==> config.mk <==
export PLATFORM = sky130hd
export DESIGN_NAME = mux16_select
export DESIGN_NICKNAME = d
export VERILOG_FILES = /design/src/rtl/mux16_select.sv
export SDC_FILE = /design/constraint.sdc
export NUM_CORES = 1
export LEC_CHECK = 0
export CORE_AREA = 2 2 39 41
export CTS_CLUSTER_SIZE = 8
export DETAILED_ROUTE_END_ITERATION = 12
export DIE_AREA = 0 0 41 43
export PLACE_DENSITY = 0.54
export SLEW_MARGIN = 20
export SYNTH_ARGS = -nofsm -noshare
export SYNTH_HDL_FRONTEND = slang
export SYNTH_SLANG_ARGS = --single-unit
==> constraint.sdc <==
create_clock -name clk -period 1.5 [get_ports clk]
set_input_delay 0.225 -clock clk [delete_from_list [all_inputs] [get_ports clk]]
set_output_delay 0.225 -clock clk [all_outputs]
set_load 0.03 [all_outputs]
==> src/rtl/mux16_select.sv <==
`default_nettype none
// ============================================================================
// Module   : mux16_select
// Purpose  : N-to-1 single-bit selector with a zero-latency combinational
//            result and a registered copy qualified by a one-cycle valid
//            strobe and an out-of-range select flag.
// Revision : 1.0 - initial release
// ============================================================================
module mux16_select #(
  parameter int N_INPUTS = 16,
  parameter int SEL_W    = 4
) (
  input  logic                clk,
  input  logic                rst,
  input  logic                en,
  input  logic [N_INPUTS-1:0] in_data,
  input  logic [SEL_W-1:0]    sel,
  output logic                y_comb,
  output logic                y,
  output logic                y_valid,
  output logic                sel_err
);

  localparam int c_SEL_RANGE = 2 ** SEL_W;

  // The input vector is widened to the full select range with zero fill, so
  // an out-of-range index naturally reads 0 and a selected X/Z bit passes
  // straight through to the output.
  logic [c_SEL_RANGE-1:0] w_padded;
  logic                   w_sel_oor;
  logic                   w_y_comb;

  generate
    if (N_INPUTS < c_SEL_RANGE) begin : g_partial
      localparam logic [SEL_W:0] c_N_LIMIT = (SEL_W + 1)'(N_INPUTS);
      assign w_padded  = {{(c_SEL_RANGE - N_INPUTS){1'b0}}, in_data};
      assign w_sel_oor = ({1'b0, sel} >= c_N_LIMIT);
    end else begin : g_full
      // Every encodable index is a real input; the range flag can never rise.
      assign w_padded  = in_data;
      assign w_sel_oor = 1'b0;
    end
  endgenerate

  assign w_y_comb = w_padded[sel];
  assign y_comb   = w_y_comb;

  logic y_q, y_d;
  logic y_valid_q, y_valid_d;
  logic sel_err_q, sel_err_d;

  // Next-state: capture the selected bit and range flag on enable, else hold;
  // the valid strobe simply follows the enable.
  always_comb begin
    y_d       = y_q;
    sel_err_d = sel_err_q;
    y_valid_d = en;
    if (en) begin
      y_d       = w_y_comb;
      sel_err_d = w_sel_oor;
    end
  end

  // Output registers; reset clears them immediately, discarding any sample
  // that was about to be taken.
  always_ff @(posedge clk or posedge rst) begin
    if (rst) begin
      y_q       <= 1'b0;
      y_valid_q <= 1'b0;
      sel_err_q <= 1'b0;
    end else begin
      y_q       <= y_d;
      y_valid_q <= y_valid_d;
      sel_err_q <= sel_err_d;
    end
  end

  assign y       = y_q;
  assign y_valid = y_valid_q;
  assign sel_err = sel_err_q;

endmodule
`default_nettype wire

==> results_dict.tcl, run 1 <==
set metrics [dict create \
    grt_pass1_vias 322 \
    required_ns 1.27 \
    cts_root_buf "clkbuf_4" \
    finalClockSkew_ns 0 \
    critPathMaxFanout 5 \
    peakVddDrop_mv 0.167 \
    io_buffers 25 \
    rsz0062_at_grt "yes" \
    grt_max_degree 6 \
    yosysUniqueCellTypes 14 \
    holdBufCountCts 0 \
    final_max_slew_viol_count 0 \
    synth_area_um2 233 \
    regToRegSetupSlack_ns 0.71 \
    route.met3.wl_um 105 \
    vias 276 \
    p_sw_frac 0.288 \
    finalPower_w 0.000339 \
    fmax_mhz 629 \
    cts.path.max_buffers 2 \
    crit-reg2reg-launch "y" \
    place.gp.congestion 0.627 \
    fin_area_um2 539 \
    netSwitchingPower_w 0.0000975 \
    dp_hpwl_um 648 \
    crit_path_end_kind "output pin" \
    grt_pass1_wl_um 1180 \
    layout_min_cycle_time_ns 1.59 \
    antenna_left 0 \
    routed_wl_um 730 \
    final_util 0.390 \
    syn_nets 42 \
    ctsHtreeMaxLevel 1 \
    synth_warnings 0 \
    row_count 14 \
    avgRoutedWirePerCell_um 11.1 \
    drc 0 \
    top_layer_used "met3" \
    drt-pass1-iter-count 2 \
    syn2layout_area_growth_pct 132 \
    wl_met1_um 242 \
    placed_cells 63 \
    clkLatencyLatePin_ns 0.22 \
    vias_per_cell 4.18 \
    seq_area_frac_synth 0.215 \
    die-area_um2 1760 \
    syn_area_per_cell_um2 12.2 \
    die_w_um 41 \
    antenna_cells 0 \
    outcome "finished with violations" \
    antenna_found_initial 0 \
    critPathKind "input pin to output pin" \
    combPwrFrac 0.467 \
    die_h_um 43 \
    clkSlewWorstSetupHoldPaths_ns 0.03 \
    setup_ws_ns -0.0895 \
    drive_gt1_frac 0.460 \
    drt-initial-drc-count 1 \
    num_io_pins 27 \
    period_share 1.06 \
    route.met2.wl_um 382 \
    worst_hold_path_type "input pin to async pin" \
    reg2reg_depth 3 \
    maxCapViolCount 0 \
    synthCells 19 \
    ys_ff_latch 2 \
    instances_no_fill 66 \
    start_kind "input pin" \
    start_util 0.168 \
    grt_overflow_total 0 \
    grt_usage 0.103 \
    numClockSinks 2 \
    seqPwrFrac 0.183 \
    cts_buffers 3 \
    p_leak_nw 0.257 \
    nets 75 \
    violations "negative setup slack" \
    p_per_area_nw_per_um2 628 \
    finalSetupViolCount 1 \
    cp_data_arrival_time_ns 1.36 \
    tritoncts "done" \
    fp.coreArea_um2 1380 \
    intPower_w 0.000241 \
    placed_cell_area_um2 546 \
    r2r_end "y" \
    clkPwrFrac 0.350 \
    hold_viol 0 \
]
-- cell type report --
| class | instances | area [um2] |
|---|---|---|
| clock buffer | 3 | 22.5 |
| fill | 140 | 845 |
| inverter | 1 | 3.75 |
| multi-input combinational | 14 | 183 |
| sequential | 2 | 50.0 |
| tap | 16 | 20.0 |
| timing repair buffer | 30 | 260 |
-- per-stage QoR --
step / setup slack, ns / TNS, ns / hold slack [ns]
after floorplan: 0.0105 / 0 / -0.0338
after global placement: -0.558 / -1.01 / 0.382
after detailed placement: -0.580 / -1.05 / 0.383
after CTS: -0.102 / -0.102 / 0.146
after global routing: -0.128 / -0.128 / 0.172
final: -0.0895 / -0.0895 / 0.154
-- registers in the layout, summed over array words and instances (netlist names) --
name,flops
y_valid,1
y,1
-- cell usage in the layout (no fill, tap or decap), drive strengths merged --
master,n
a21boi,1
conb,1
clkdlybuf4s50,5
buf,13
nor2,1
a31oi,1
mux4,3
a21oi,1
clkdlybuf4s15,3
a211oi,1
mux2i,4
dlymetal6s2s,1
inv,1
clkbuf,3
dfrtp,2
dlygate4sd2,8
nor2b,1
-- cells by family (layout without fill, tap and decap cells) --
logic type / Yosys count / in the layout / synth area share
AO/OA/AOI/OAI: 4 / 4 / 0.151
multiplexers: 7 / 7 / 0.479
other: 1 / 1 / 0.0161
buffers and inverters: 3 / 34 / 0.0968
flip-flops: 2 / 2 / 0.215
AND/OR/NAND/NOR: 2 / 2 / 0.0430
-- critical path, cell delays in order --
cell     delay [ns]
buf_8          0.10
buf_6          0.12
mux2i_1        0.12
mux4_2         0.51
a21oi_4        0.14
buf_6          0.14
-- worst max path at each step --
| stage | to | slack (ns) | startpoint |
|---|---|---|---|
| after floorplan | y_comb | 0.01 | sel[2] |
| after global placement | y_comb | -0.56 | sel[1] |
| after detailed placement | y_comb | -0.58 | sel[1] |
| after CTS | y_comb | -0.10 | sel[2] |
| after global routing | y_comb | -0.13 | sel[2] |
| final | y_comb | -0.09 | sel[2] |
-- power groups by stage --
stage          Clock, W  Sequential (W)  Combinational, W
2_1_floorplan         0       0.0000739         0.0000678
3_3_place_gp          0       0.0000628          0.000168
3_5_place_dp          0       0.0000629          0.000172
4_1_cts        0.000128       0.0000623          0.000161
5_1_grt        0.000129       0.0000629          0.000170
6_report       0.000119       0.0000621          0.000158
-- what timing repair did --
action                                  CTS  global route
pin swaps                                 2             0
endpoints found under the setup margin    2             2
resized for setup                        44             1
buffers inserted                          0             0
-- synth_stat cells --
cell type | number | share of area
conb_1 | 1 | 0.016
a21boi_2 | 1 | 0.048
a31oi_1 | 1 | 0.027
mux4_2 | 2 | 0.19
nor2_1 | 1 | 0.016
a21oi_1 | 1 | 0.021
nor2b_1 | 1 | 0.027
mux4_1 | 1 | 0.11
inv_1 | 1 | 0.016
buf_6 | 1 | 0.048
buf_4 | 1 | 0.032
dfrtp_1 | 2 | 0.22
a211oi_2 | 1 | 0.054
mux2i_1 | 4 | 0.17
-- routing by layer --
layer,GRT usage,vias up
met5,0,-
met4,0.0800,0
met3,0.0262,0
met2,0.178,24
met1,0.0906,120
li1,-,132
Note: power is estimated with default switching activity, not from simulation.
==> inputs of run 2 (changes only) <==
--- a/config.mk
+++ b/config.mk
@@ -5,11 +5,13 @@
 export SDC_FILE = /design/constraint.sdc
 export NUM_CORES = 1
 export LEC_CHECK = 0
+export ABC_CLOCK_PERIOD_IN_PS = 1500
 export CORE_AREA = 2 2 39 41
 export CTS_CLUSTER_SIZE = 8
 export DETAILED_ROUTE_END_ITERATION = 12
 export DIE_AREA = 0 0 41 43
 export PLACE_DENSITY = 0.54
+export RECOVER_POWER = 50
 export SLEW_MARGIN = 20
 export SYNTH_ARGS = -nofsm -noshare
 export SYNTH_HDL_FRONTEND = slang
==> results_dict.tcl, run 2 (same netlist as run 1, synthesis figures left out) <==
set metrics [dict create \
    clkLatencyLatePin_ns 0.22 \
    cts.path.max_buffers 2 \
    drc 0 \
    cp_data_arrival_time_ns 1.36 \
    place.gp.congestion 0.627 \
    start_kind "input pin" \
    regToRegSetupSlack_ns 0.71 \
    grt_pass1_wl_um 1180 \
    clkSlewWorstSetupHoldPaths_ns 0.03 \
    row_count 14 \
    grt_usage 0.103 \
    critPathKind "input pin to output pin" \
    r2r_end "y" \
    period_share 1.06 \
    antenna_found_initial 0 \
    vias_per_cell 4.18 \
    fp.coreArea_um2 1380 \
    grt_max_degree 6 \
    maxCapViolCount 0 \
    grt_overflow_total 0 \
    finalSetupViolCount 1 \
    required_ns 1.27 \
    num_io_pins 27 \
    fmax_mhz 629 \
    syn2layout_area_growth_pct 132 \
    final_cell_mix "dlygate4sd2_1 (8), buf_2 (6), mux2i_1 (4), buf_4 (4)" \
    finalClockSkew_ns 0 \
    placed_cells 63 \
    tritoncts "done" \
    vias 276 \
    worst_hold_path_type "input pin to async pin" \
    hold_slack_ns 0.290 \
    final_max_slew_viol_count 0 \
    reg2reg_depth 3 \
    rsz0062_at_grt "yes" \
    die_w_um 41 \
    dp_hpwl_um 648 \
    numClockSinks 2 \
    cts_root_buf "clkbuf_4" \
    avgRoutedWirePerCell_um 11.0 \
    p_leak_nw 0.258 \
    violations "negative setup slack" \
    dpl_worst_slack_ns -0.580 \
    antenna_left 0 \
    grt_pass1_vias 322 \
    die-area_um2 1760 \
    start_util 0.168 \
    setup_ws_ns -0.0895 \
    io_buffers 25 \
    p_per_area_nw_per_um2 626 \
    drt-pass1-iter-count 2 \
    crit-reg2reg-launch "y" \
    antenna_cells 0 \
    outcome "finished with violations" \
    layout_min_cycle_time_ns 1.59 \
    hold_viol 0 \
    instances_no_fill 66 \
    drive_gt1_frac 0.460 \
    routed_wl_um 729 \
    crit_path_end_kind "output pin" \
    fin_setup_tns_ns -0.0895 \
    ctsHtreeMaxLevel 1 \
    cts_buffers 3 \
    finalPower_w 0.000338 \
    critPathMaxFanout 5 \
    nets 75 \
    die_h_um 43 \
    drt-initial-drc-count 1 \
    final_common_cell "dlygate4sd2_1" \
    peakVddDrop_mv 0.167 \
]
==> run 2: through the flow <==
| step | utilization | instance area, um2 |
|---|---|---|
| 3_5_place_dp | 0.394 | 546 |
| 4_1_cts | 0.388 | 537 |
| 3_3_place_gp | 0.394 | 546 |
| 5_1_grt | 0.390 | 539 |
| 2_1_floorplan | - | 259 |
| 6_report | 0.390 | 539 |
==> run 2: power by group <==
| part | total (W) | internal, W | switching [W] |
|---|---|---|---|
| Clock | 0.000119 | 0.0000882 | 0.0000304 |
| Sequential | 0.0000621 | 0.0000598 | 0.00000227 |
| Combinational | 0.000157 | 0.0000922 | 0.0000648 |
| Total | 0.000338 | 0.000240 | 0.0000975 |
==> run 2: worst max-delay path, stage by stage <==
cell	delay, ns
buf_8	0.10
buf_6	0.12
mux2i_1	0.12
mux4_2	0.51
a21oi_4	0.14
buf_6	0.14
==> run 2: worst max-delay path by stage <==
stage               endpoint  slack (ns)  startpoint
global route          y_comb       -0.13      sel[2]
finish                y_comb       -0.09      sel[2]
floorplan             y_comb        0.01      sel[2]
detailed placement    y_comb       -0.58      sel[1]
global placement      y_comb       -0.56      sel[1]
CTS                   y_comb       -0.10      sel[2]
==> run 2: layout make-up <==
class,count,area [um2]
timing repair buffer,30,260
multi-input combinational,14,183
fill,140,845
inverter,1,3.75
clock buffer,3,22.5
sequential,2,50.0
tap,16,20.0
==> run 2: what timing repair did <==
action / in CTS / in global routing
setup endpoints to repair: 2 / 2
buffers inserted: 0 / 0
hold buffers: 0 / 0
gates cloned: 0 / 0
pin swaps: 2 / 0
resized for setup: 44 / 1
==> run 2: metal layers <==
metal  global-route usage  part of all wire
met5                    0                 0
met4               0.0800                 0
met3               0.0262              0.15
met2                0.178              0.53
met1               0.0906              0.33
==> inputs of run 3 (changes only) <==
--- a/config.mk
+++ b/config.mk
@@ -5,13 +5,15 @@
 export SDC_FILE = /design/constraint.sdc
 export NUM_CORES = 1
 export LEC_CHECK = 0
-export ABC_CLOCK_PERIOD_IN_PS = 1500
+export ABC_CLOCK_PERIOD_IN_PS = 1410
 export CORE_AREA = 2 2 39 41
 export CTS_CLUSTER_SIZE = 8
 export DETAILED_ROUTE_END_ITERATION = 12
 export DIE_AREA = 0 0 41 43
+export GPL_TIMING_DRIVEN = 0
 export PLACE_DENSITY = 0.54
 export RECOVER_POWER = 50
+export SKIP_CTS_REPAIR_TIMING = 1
 export SLEW_MARGIN = 20
 export SYNTH_ARGS = -nofsm -noshare
 export SYNTH_HDL_FRONTEND = slang
==> constraint.sdc (replaced) <==
create_clock -name clk -period 1.41 [get_ports clk]
set_input_delay 0.2115 -clock clk [delete_from_list [all_inputs] [get_ports clk]]
set_output_delay 0.2115 -clock clk [all_outputs]
set_load 0.03 [all_outputs]
==> results_dict.tcl, run 3 (same netlist as run 1, synthesis figures left out) <==
set metrics [dict create \
    outcome "finished with violations" \
    violations "negative setup slack" \
    cts.path.max_buffers 2 \
    worst_hold_path_type "input pin to async pin" \
    dp_hpwl_um 617 \
    fp.coreArea_um2 1380 \
    antenna_cells 0 \
    die-area_um2 1760 \
    vias_per_cell 4.28 \
    placed_cells 59 \
    drc 0 \
    num_io_pins 27 \
    period_share 1.09 \
    crit-reg2reg-launch "y" \
    clkLatencyLatePin_ns 0.21 \
    grt_pass1_wl_um 972 \
    rsz0062_at_grt "yes" \
    critPathKind "input pin to output pin" \
    die_w_um 41 \
    r2r_end "y" \
    syn2layout_area_growth_pct 158 \
    routed_wl_um 748 \
    peakVddDrop_mv 0.167 \
    clkPwrFrac 0.333 \
    regToRegSetupSlack_ns 0.63 \
    p_leak_nw 0.393 \
    reg2reg_depth 3 \
    cts_root_buf "clkbuf_4" \
    ctsHtreeMaxLevel 1 \
    critPathMaxFanout 6 \
    clkSlewWorstSetupHoldPaths_ns 0.03 \
    grt_pass1_vias 259 \
    required_ns 1.20 \
    intPower_w 0.000261 \
    dpl_worst_slack_ns -1.17 \
    maxCapViolCount 0 \
    fmax_mhz 649 \
    layout_min_cycle_time_ns 1.54 \
    grt_overflow_total 0 \
    netSwitchingPower_w 0.0000945 \
    cts_buffers 3 \
    antenna_found_initial 0 \
    drt-pass1-iter-count 2 \
    p_sw_frac 0.266 \
    final_cell_mix "dlymetal6s2s_1 (18), mux2i_1 (4), buf_4 (4), mux4_2 (3), clkbuf_4 (3)" \
    nets 73 \
    drt-initial-drc-count 2 \
    place.gp.congestion 0.603 \
    start_util 0.168 \
    die_h_um 43 \
    finalSetupViolCount 1 \
    vias 274 \
    finalClockSkew_ns 0 \
    grt_max_degree 7 \
    final_max_slew_viol_count 0 \
    io_buffers 24 \
    start_kind "input pin" \
    crit_path_end_kind "output pin" \
    drive_gt1_frac 0.354 \
    setup_ws_ns -0.130 \
    grt_usage 0.0847 \
    seqPwrFrac 0.185 \
    instances_no_fill 64 \
    hold_viol 0 \
    final_common_cell "dlymetal6s2s_1" \
    p_per_area_nw_per_um2 592 \
    tritoncts "done" \
    numClockSinks 2 \
    avgRoutedWirePerCell_um 11.7 \
    cp_data_arrival_time_ns 1.33 \
    combPwrFrac 0.482 \
    row_count 14 \
    antenna_left 0 \
]
-- run 3: per-stage QoR --
step           setup TNS (ns)  instance area, um2  hold WS (ns)  utilization  total power [W]
2_1_floorplan         -0.0418                 263       -0.0473            -         0.000152
3_3_place_gp            -1.70                 523         0.375        0.378         0.000239
3_5_place_dp            -1.72                 523         0.401        0.378         0.000241
4_1_cts                 -1.52                 546         0.173        0.394         0.000363
5_1_grt                -0.163                 601         0.304        0.434         0.000383
6_report               -0.130                 601         0.302        0.434         0.000355
-- run 3: critical path, cell delays in order --
cell,delay (ns)
buf_12,0.09
mux4_2,0.48
nor2b_4,0.14
a211oi_4,0.21
a21oi_4,0.05
buf_6,0.14
-- run 3: how the worst max path moves through the flow --
stage                      start  endpoint  slack [ns]
after floorplan           sel[2]    y_comb       -0.04
final                     sel[2]    y_comb       -0.13
after global routing      sel[2]    y_comb       -0.16
after global placement    sel[1]    y_comb       -1.16
after detailed placement  sel[1]    y_comb       -1.17
after CTS                 sel[1]    y_comb       -1.18
-- run 3: layer usage --
layer  track usage  vias up  share of wire
li1              -      129              -
met2         0.138       26           0.51
met4        0.0400        0              0
met1        0.0879      119           0.34
met3        0.0366        0           0.15
met5             0        -              0
-- run 3: cell type report --
type	count	area (um2)
tap	16	20.0
inverter	1	3.75
fill	135	783
multi-input combinational	14	183
timing repair buffer	26	294
clock buffer	3	22.5
sequential	2	50.0
buffer	2	27.5
-- run 3: power by group through the flow --
| stage | Clock [W] | Combinational (W) | Sequential (W) |
|---|---|---|---|
| final | 0.000118 | 0.000171 | 0.0000658 |
| after global routing | 0.000134 | 0.000182 | 0.0000665 |
| after CTS | 0.000122 | 0.000174 | 0.0000662 |
| after detailed placement | 0 | 0.000174 | 0.0000668 |
| after global placement | 0 | 0.000173 | 0.0000666 |
| after floorplan | 0 | 0.0000732 | 0.0000786 |
